## src/rtl/uart_ctrl_if.sv

```systemverilog
// CPU-side memory-mapped bus for the UART controller window.
// The CPU (or bench) uses the master modport and the controller uses the slave modport.
interface uart_ctrl_if;
  logic        sel;
  logic        rd;
  logic        wr;
  logic [3:0]  addr;
  logic [31:0] wdata;
  logic [31:0] rdata;

  modport master (output sel, rd, wr, addr, wdata, input rdata);
  modport slave  (input sel, rd, wr, addr, wdata, output rdata);
endinterface

```

## src/rtl/uart_ctrl.sv

```systemverilog
// UART controller: baud clock generator, RX byte FIFO, TX holding register/launch FSM, CPU registers.
// Optional interrupt output is enabled by defining UART_IRQ_EN.
module uart_ctrl #(
  parameter int CLK_HZ   = 100000000,
  parameter int BAUD     = 9600,
  parameter int RX_DEPTH = 4
) (
  input  logic        sysclk,
  input  logic        reset,
  uart_ctrl_if.slave  bus,
  output logic        BRclk,
  input  logic        rx_status,
  input  logic [7:0]  rx_data,
  output logic        tx_en,
  output logic [7:0]  tx_data,
  input  logic        tx_status,
  output logic        irq
);
  localparam int DIV_RAW = CLK_HZ / (BAUD * 32);
  localparam int DIV     = (DIV_RAW < 1) ? 1 : DIV_RAW;
  localparam int CW      = (DIV > 1) ? $clog2(DIV) : 1;
  localparam int PW      = (RX_DEPTH > 1) ? $clog2(RX_DEPTH) : 1;
  localparam logic [CW-1:0] DIV_LAST = CW'(DIV - 1);
  localparam logic [PW:0]   FULL_CNT = (PW + 1)'(RX_DEPTH);

  typedef enum logic [1:0] {S_IDLE, S_LAUNCH, S_WAIT_BUSY, S_WAIT_DONE} state_t;

  logic [CW-1:0] baud_cnt_q, baud_cnt_d;
  logic          br_q, br_d;
  logic          rx_status_q, rx_status_d;
  logic [PW-1:0] wr_ptr_q, wr_ptr_d, rd_ptr_q, rd_ptr_d;
  logic [PW:0]   count_q, count_d;
  logic          overrun_q, overrun_d;
  logic [7:0]    hold_q, hold_d;
  logic          hold_full_q, hold_full_d;
  logic [7:0]    rx_mem_q [RX_DEPTH];
  state_t        state_q;
  logic          tx_en_q;
  logic [7:0]    tx_data_q;
  logic [1:0]    irq_en;
  logic [31:0]   rdata_c;

  logic rd_acc, wr_acc, con_rd, con_wr, wr_txd;
  logic rx_avail, fifo_full, push, pop, push_ok, new_ovr, hold_take;
  logic unused_wdata;

  // A simultaneous rd+wr is treated purely as a write.
  assign rd_acc = bus.sel & bus.rd & ~bus.wr;
  assign wr_acc = bus.sel & bus.wr;
  assign con_rd = rd_acc & (bus.addr == 4'h8);
  assign con_wr = wr_acc & (bus.addr == 4'h8);
  assign wr_txd = wr_acc & (bus.addr == 4'h0);
  assign unused_wdata = ^bus.wdata[31:8];

  assign rx_avail  = (count_q != '0);
  assign fifo_full = (count_q == FULL_CNT);
  assign push      = rx_status & ~rx_status_q;
  assign pop       = rd_acc & (bus.addr == 4'h4) & rx_avail;
  assign push_ok   = push & (~fifo_full | pop);
  assign new_ovr   = push & fifo_full & ~pop;
  assign hold_take = (state_q == S_IDLE) & hold_full_q;

  always_comb begin
    baud_cnt_d  = baud_cnt_q + 1'b1;
    br_d        = br_q;
    if (baud_cnt_q == DIV_LAST) begin
      baud_cnt_d = '0;
      br_d       = ~br_q;
    end
    rx_status_d = rx_status;
    wr_ptr_d    = push_ok ? wr_ptr_q + 1'b1 : wr_ptr_q;
    rd_ptr_d    = pop ? rd_ptr_q + 1'b1 : rd_ptr_q;
    count_d     = count_q;
    if (push_ok && !pop)      count_d = count_q + 1'b1;
    else if (!push_ok && pop) count_d = count_q - 1'b1;
    // A new overrun in the same cycle as a CON read must survive the clear.
    overrun_d = overrun_q;
    if (con_rd)  overrun_d = 1'b0;
    if (new_ovr) overrun_d = 1'b1;
    hold_d      = hold_q;
    hold_full_d = hold_full_q;
    if (hold_take) hold_full_d = 1'b0;
    if (wr_txd && (!hold_full_q || hold_take)) begin
      hold_d      = bus.wdata[7:0];
      hold_full_d = 1'b1;
    end
  end

  always_ff @(posedge sysclk or posedge reset) begin
    if (reset) begin
      baud_cnt_q  <= '0;
      br_q        <= 1'b0;
      rx_status_q <= 1'b0;
      wr_ptr_q    <= '0;
      rd_ptr_q    <= '0;
      count_q     <= '0;
      overrun_q   <= 1'b0;
      hold_q      <= '0;
      hold_full_q <= 1'b0;
    end else begin
      baud_cnt_q  <= baud_cnt_d;
      br_q        <= br_d;
      rx_status_q <= rx_status_d;
      wr_ptr_q    <= wr_ptr_d;
      rd_ptr_q    <= rd_ptr_d;
      count_q     <= count_d;
      overrun_q   <= overrun_d;
      hold_q      <= hold_d;
      hold_full_q <= hold_full_d;
    end
  end

  // Storage carries no reset; validity is tracked by the pointers and count.
  always_ff @(posedge sysclk) begin
    if (push_ok) rx_mem_q[wr_ptr_q] <= rx_data;
  end

  always_ff @(posedge sysclk or posedge reset) begin
    if (reset) begin
      state_q   <= S_IDLE;
      tx_en_q   <= 1'b0;
      tx_data_q <= '0;
    end else begin
      tx_en_q <= 1'b0;
      case (state_q)
        S_IDLE: if (hold_full_q) begin
          tx_data_q <= hold_q;
          tx_en_q   <= 1'b1;
          state_q   <= S_LAUNCH;
        end
        S_LAUNCH:    state_q <= S_WAIT_BUSY;
        S_WAIT_BUSY: if (tx_status)  state_q <= S_WAIT_DONE;
        S_WAIT_DONE: if (!tx_status) state_q <= S_IDLE;
        default:     state_q <= S_IDLE;
      endcase
    end
  end

`ifdef UART_IRQ_EN
  logic [1:0] irq_en_q, irq_en_d;
  logic       irq_q, irq_d;

  always_comb begin
    irq_en_d = con_wr ? bus.wdata[1:0] : irq_en_q;
    irq_d    = (irq_en_q[0] & rx_avail) |
               (irq_en_q[1] & ~hold_full_q & (state_q == S_IDLE));
  end

  always_ff @(posedge sysclk or posedge reset) begin
    if (reset) begin
      irq_en_q <= '0;
      irq_q    <= 1'b0;
    end else begin
      irq_en_q <= irq_en_d;
      irq_q    <= irq_d;
    end
  end

  assign irq_en = irq_en_q;
  assign irq    = irq_q;
`else
  assign irq_en = 2'b00;
  assign irq    = 1'b0;
`endif

  always_comb begin
    rdata_c = '0;
    case (bus.addr)
      4'h0: rdata_c[7:0] = tx_data_q;
      4'h4: if (rx_avail) rdata_c[7:0] = rx_mem_q[rd_ptr_q];
      4'h8: rdata_c[5:0] = {hold_full_q, overrun_q, (state_q != S_IDLE), rx_avail, irq_en};
      default: rdata_c = '0;
    endcase
  end

  assign bus.rdata = rdata_c;
  assign BRclk     = br_q;
  assign tx_en     = tx_en_q;
  assign tx_data   = tx_data_q;
endmodule

```

## src/flat_wrapper.sv

```systemverilog
// flat-port wrapper written by rule: the top's interface ports become plain ports
module uart_ctrl_flat 
#(
  parameter int CLK_HZ   = 100000000,
  parameter int BAUD     = 9600,
  parameter int RX_DEPTH = 4
)
  (sysclk, reset, BRclk, rx_status, rx_data, tx_en, tx_data, tx_status, irq, bus_sel, bus_rd, bus_wr, bus_addr, bus_wdata, bus_rdata);
  uart_ctrl_if bus_i ();
  input  logic sysclk;
  input  logic reset;
  output logic BRclk;
  input  logic rx_status;
  input  logic [7:0] rx_data;
  output logic tx_en;
  output logic [7:0] tx_data;
  input  logic tx_status;
  output logic irq;
  input wire logic [$bits(bus_i.sel)-1:0] bus_sel;
  input wire logic [$bits(bus_i.rd)-1:0] bus_rd;
  input wire logic [$bits(bus_i.wr)-1:0] bus_wr;
  input wire logic [$bits(bus_i.addr)-1:0] bus_addr;
  input wire logic [$bits(bus_i.wdata)-1:0] bus_wdata;
  output wire logic [$bits(bus_i.rdata)-1:0] bus_rdata;
  assign bus_i.sel = bus_sel;
  assign bus_i.rd = bus_rd;
  assign bus_i.wr = bus_wr;
  assign bus_i.addr = bus_addr;
  assign bus_i.wdata = bus_wdata;
  assign bus_rdata = bus_i.rdata;
  uart_ctrl #(.CLK_HZ(CLK_HZ), .BAUD(BAUD), .RX_DEPTH(RX_DEPTH)) u_core (.sysclk(sysclk), .reset(reset), .bus(bus_i), .BRclk(BRclk), .rx_status(rx_status), .rx_data(rx_data), .tx_en(tx_en), .tx_data(tx_data), .tx_status(tx_status), .irq(irq));
endmodule
```

## config.mk

```make
export PLATFORM = sky130hd
export DESIGN_NAME = uart_ctrl_flat
export DESIGN_NICKNAME = d
export VERILOG_FILES = /design/src/rtl/uart_ctrl_if.sv /design/src/rtl/uart_ctrl.sv /design/src/flat_wrapper.sv
export SDC_FILE = /design/constraint.sdc
export NUM_CORES = 1
export LEC_CHECK = 0
export BUFFER_PORTS_ARGS = -buffer_cell sky130_fd_sc_hd__buf_2
export CAP_MARGIN = 20
export CORE_MARGIN = 8
export CORE_UTILIZATION = 45
export DETAILED_ROUTE_END_ITERATION = 16
export PLACE_DENSITY = 0.71
export SLEW_MARGIN = 15
export SYNTH_ARGS = -nofsm -noshare
export SYNTH_HDL_FRONTEND = slang
export SYNTH_SLANG_ARGS = --single-unit
export TNS_END_PERCENT = 30
```

## constraint.sdc

```tcl
create_clock -name sysclk -period 4.6 [get_ports sysclk]
set_input_delay 0.23 -clock sysclk [delete_from_list [all_inputs] [get_ports sysclk]]
set_output_delay 0.23 -clock sysclk [all_outputs]
set_load 0.005 [all_outputs]
```

# Word level (Yosys, flattened, before mapping)
# Memories as Yosys holds them, arrays and structs flattened.
# Index checks and enable logic that the tools add are counted.
dict set report word_totals {
  mem_bits_ro 0
  mem_count 1
  latchBits 0
  output_inout_bits 43
  elab_cells 80
  ff_bits 39
  ram_bits 32
}
# name depth width read_ports rd_ports_with_merged_regs write_ports line
set mem_list {}
lappend mem_list {u_core.rx_mem_q 4 8 1 0 1 uart_ctrl.sv:36} ;# logic [7:0] rx_mem_q [RX_DEPTH];
dict set report classes {
  n_bitwise 18
  mul 0
  n_lt_le_gt_ge 0
  n_addsub 5
  shifts 0
  eq_ne 10
  n_reduce_logical 16
  muxes 18
  n_div 0
}
# op count
set op_table {}
lappend op_table {{$pmux 6 s3} 1}
lappend op_table {{$and 1x1->1} 12}
lappend op_table {{$add 9x1->9 const B} 1}
lappend op_table {{$eq 9x9->1 const B} 1}
lappend op_table {{$mux 9} 1}
lappend op_table {{$mux 1} 8}
lappend op_table {{$mux 8} 1}
lappend op_table {{$pmux 2 s4} 1}
lappend op_table {{$reduce_bool 2->1} 4}
lappend op_table {{$mux 2} 3}
lappend op_table {{$mux 3} 2}
lappend op_table {{$not 1->1} 5}
lappend op_table {{$add 2x1->2 const B} 2}
lappend op_table {{$eq 2x2->1 const B} 2}
lappend op_table {{$eq 4x3->1 const B} 1}
lappend op_table {{$eq 4x4->1 const B} 1}
lappend op_table {{$logic_not 4->1} 1}
lappend op_table {{$ne 2x2->1 const B} 2}
lappend op_table {{$pmux 2 s2} 1}
lappend op_table {{$add 3x1->3 const B} 1}
lappend op_table {{$eq 3x3->1 const B} 1}
lappend op_table {{$logic_and 1x1->1} 3}
lappend op_table {{$logic_not 1->1} 3}
lappend op_table {{$reduce_and 3->1} 1}
lappend op_table {{8 further kinds} 8}

# Logic depth before layout (Yosys ltp)
dict set report logic_depth {
  depth_word 10
  ltp_mapped 10
  ltp_nobuf 9
}

# Least setup slack after synthesis
# OpenSTA, ideal clock, no wires.
dict set report synth_path {
  path_type {input to register}
  start {in bus_addr[3]}
  end {reg u_core.count_q[2]}
  setup_ns 0.079
  slack_ns 2.335
  n_path_buf 1
  arrival_time_ns 2.186
  cell_stages 10
  path_cell_list {buf_6 > or4b_4 > o211a_4 > nor2_1 > ha_1 > inv_1 > fa_1 > xor2_1 > nor2_1 > xor2_1}
}
dict set report synth_between {
  elab_chain_len 8
  elab_cells_between_ends 11
  cone_classes {1 x eq/ne; 1 x mux; 4 x bitwise; 5 x reduce/logical}
}
# element line
set synth_lines {}
lappend synth_lines {{from (decl)} flat_wrapper.sv:22} ;# input wire logic [$bits(bus_i.addr)-1:0] bus_addr;
lappend synth_lines {{$eq 4x3->1 *} uart_ctrl.sv:58} ;# assign pop = rd_acc & (bus.addr == 4'h4) & rx_avail;
lappend synth_lines {{$and 1x1->1 * (2 in series)} uart_ctrl.sv:58}
lappend synth_lines {{$or 1x1->1 *} uart_ctrl.sv:59} ;# assign push_ok = push & (~fifo_full | pop);
lappend synth_lines {{$and 1x1->1 *} uart_ctrl.sv:59}
lappend synth_lines {{net u_core.push_ok} uart_ctrl.sv:44} ;# logic rx_avail, fifo_full, push, pop, push_ok, new_ovr, hold_take;
lappend synth_lines {{$logic_not 1->1} uart_ctrl.sv:75} ;# else if (!push_ok && pop) count_d = count_q - 1'b1;
lappend synth_lines {{$logic_and 1x1->1} uart_ctrl.sv:75}
lappend synth_lines {{$reduce_bool 2->1 (no source line)} --}
lappend synth_lines {{to (signal assigned)} uart_ctrl.sv:106} ;# count_q <= count_d;
lappend synth_lines {{to (decl)} uart_ctrl.sv:32} ;# logic [PW:0] count_q, count_d;
# The timed path passes the listed nets; every way through them passes the cells marked *.
# A chain may end at the register's enable or synchronous reset.

# Worst setup path in the final report
dict set report layout_path {
  start {reg u_core.rd_ptr_q[0]}
  end {out bus_rdata[2]}
}
dict set report layout_between {
  elab_chain_len 3
}
# element line
set layout_lines {}
lappend layout_lines {{from (decl)} uart_ctrl.sv:31} ;# logic [PW-1:0] wr_ptr_q, wr_ptr_d, rd_ptr_q, rd_ptr_d;
lappend layout_lines {{from (signal assigned)} uart_ctrl.sv:105} ;# rd_ptr_q <= rd_ptr_d;
lappend layout_lines {{$mem_v2 4x8} --}
lappend layout_lines {{$mux 8} uart_ctrl.sv:170} ;# 4'h4: if (rx_avail) rdata_c[7:0] = rx_mem_q[rd_ptr_q];
lappend layout_lines {{$pmux 6 s3} uart_ctrl.sv:168} ;# case (bus.addr)
lappend layout_lines {{to (decl)} flat_wrapper.sv:24} ;# output wire logic [$bits(bus_i.rdata)-1:0] bus_rdata;
# Every way passes these cells.

==> results.cfg <==
[clocking]
hold_buffers = 0
root_buffer = clkbuf_8
ctsResizeCount = 0
clockBufferDepth = 2
post-cts-setup-buffers = 0
cts.sinks = 71
clock_latency_ns = 0.34
cts-buffers-inserted = 9
tritoncts = done
h-tree-depth = 3
clk_pin_slew_ns = 0.07

[power]
powerDensity_mw_per_mm2 = 467
switching_share = 0.288
clkPwrFrac = 0.264
ir_drop_mv = 0.217
p_leak_nw = 1.68
sequentialPowerShare = 0.505
p_int_w = 0.00125
netSwitchingPower_w = 0.000508
p_total_w = 0.00176
p_comb_frac = 0.231

[critical_path]
slowest_stage = dfrtp_1
slowest_delay_ns = 0.70
critical_path.max_fanout = 10
crit_type = reg2out
crit_path_start_kind = register
crit_buf_inv = 1
crit_required_ns = 4.37
critPathTopFamily = flip-flops
worstPathArrival_ns = 2.08
reg2reg_depth = 8
end_kind = primary output
crit_chain = mux4_2, a221o_1, buf_2
cp.depth = 3

[synth]
ys_warn_count = 0
avgSynthCellArea_um2 = 14.3
synth_top_area_frac = 0.293
syn_area_mm2 = 0.00333
synthTopCellsByArea = dfrtp_1 (29%), edfxtp_1 (29%), mux2_2 (6.4%)
synth.most_common_cell = dfrtp_1
synth_top_cell_by_area = dfrtp_1
synthTopCellsByCount = dfrtp_1 (39), edfxtp_1 (32), buf_4 (26)
ys_types = 44
synth-seq-area-share = 0.581
synthFlopType = dfrtp_1
async_flop_share = 0.549
synth_seq_cells = 71
synthCells = 233
synth-edff-count = 32

[hold_path]
hp-class = in2async

[drt]
drc_errors = 0
drtIter0Drc = 52
ant_nets = 0
first_pass_iters = 4
vias = 1914
wl_mm = 6.06
wire_per_inst_um = 15.5
vias_per_cell = 4.90

[layout]
drive_gt1_frac = 0.325
seqCellArea_mm2 = 0.00194
syn_to_final_growth_pct = 13.2
n_fill_cell = 619
num_antenna_cells = 0
nets = 349
multi_input_area_mm2 = 0.00122

[die]
fp-row-count = 31
io_pins = 94
die_width_um = 102
start_util = 0.462
core_area_mm2 = 0.00721
die-height_um = 102
fp.dieArea_mm2 = 0.0104

[timing]
fin_crit_sh = 0.503
finalWorstSetupSlack_ns = 2.29
worst_pin_slew_ns = 0.676
hold_viol = 0
skew_ns = 0.00628
final.setup.tns_ns = 0
drv_slew = 0
max_slew_margin = 0.546
fmax_ghz = 0.433
hold_slack_ns = 0.00304
finalSetupViolCount = 0
rsz0062_at_grt = no
period_minus_slack_ns = 2.31

[placement]
io_buffer_count = 44
hpwl_mm = 4.57
gp_congestion = 0.762
dp_slack_ns = 2.15

[status]
status = completed

[global_routing]
grtUsageTotal = 0.125
grt.overflow.total = 0
grt_max_degree = 40
grt_pass1_vias = 1982
antenna_found_initial = 0
grt_pass1_wl_mm = 9.72

[flow_run]
maxCapViolCount = 0
-- per-layer routing --
metal | vias up | wire length (um) | GRT usage
met3 | 9 | 543 | 0.0579
li1 | 912 | - | -
met5 | - | 0 | 0
met1 | 933 | 2360 | 0.143
met4 | 0 | 92 | 0.0429
met2 | 60 | 3060 | 0.202
-- tightest hold or removal path, cell delays in order --
cell   delay [ns]
buf_2        0.10
inv_1        0.04
buf_4        0.41
-- final cells by class --
class                           count  area share
Sequential cell                    71       0.514
Clock buffer                        9      0.0328
Tap cell                           99      0.0328
Timing Repair Buffer               49      0.0683
Multi-Input combinational cell    145       0.324
Clock inverter                      7      0.0169
Inverter                           11      0.0109
-- power by group through the flow --
stage | logic (W) | registers (W) | clock network [W]
floorplan | 0.000313 | 0.000866 | 0
detailed placement | 0.000410 | 0.000904 | 0
finish | 0.000406 | 0.000890 | 0.000465
CTS | 0.000412 | 0.000892 | 0.000480
global route | 0.000449 | 0.000909 | 0.000506
global placement | 0.000391 | 0.000899 | 0
-- logic make-up after synthesis --
kind of cell             synth area share
AO/OA/AOI/OAI                      0.0518
XOR/XNOR                           0.0289
adder cells (fa/ha/maj)            0.0436
buffers and inverters              0.0785
flip-flops                          0.581
multiplexers                        0.124
other                             0.00113
AND/OR/NAND/NOR                    0.0905
-- worst paths after layout --
kind / startpoint / end / slack [ns]
min reg2reg: u_core.BRclk / u_core.BRclk / 0.46
min in group sysclk: rx_status / u_core.rx_status_q / 0.04
min: reset / u_core.state_q[0] / 0.003
max in group asynchronous: reset / u_core.hold_q[1] / 4.25
max reg2reg: u_core.count_q[1] / u_core.count_q[2] / 2.47
max: u_core.rd_ptr_q[0] / bus_rdata[2] / 2.29
-- cells in the final DEF (no fill, tap or decap), types with 3 or more instances in the layout --
cell | Yosys | layout
a21oi_1 | 3 | 3
a22o_1 | 8 | 8
and3_1 | 3 | 3
buf_2 | 1 | 44
buf_4 | 26 | 5
clkbuf_8 | 0 | 9
conb_1 | 1 | 25
dfrtp_1 | 39 | 39
edfxtp_1 | 32 | 32
ha_1 | 10 | 10
inv_1 | 11 | 11
mux2_2 | 19 | 19
mux4_2 | 8 | 8
nand2_1 | 8 | 8
nand3_1 | 6 | 6
nor2_1 | 6 | 6
nor3b_1 | 4 | 4
o21ai_0 | 4 | 4
or3_1 | 3 | 3
xnor2_1 | 6 | 6
xor2_1 | 5 | 5
-- flip-flops by register name, indices dropped and copies added (netlist names) --
signal	count
u_core.rx_mem_q	32
u_core.tx_en	1
u_core.state_q	2
u_core.rd_ptr_q	2
u_core.baud_cnt_q	9
u_core.BRclk	1
u_core.rx_status_q	1
u_core.count_q	3
u_core.wr_ptr_q	2
u_core.hold_q	8
u_core.tx_data	8
u_core.overrun_q	1
u_core.hold_full_q	1
-- per-stage QoR --
step	utilization	cells	instance area, um^2
floorplan	-	257	3420
global placement	0.497	375	3580
detailed placement	0.497	375	3580
CTS	0.523	391	3770
global route	0.523	391	3770
finish	0.523	391	3770
Power figures use the tool's default switching activity.
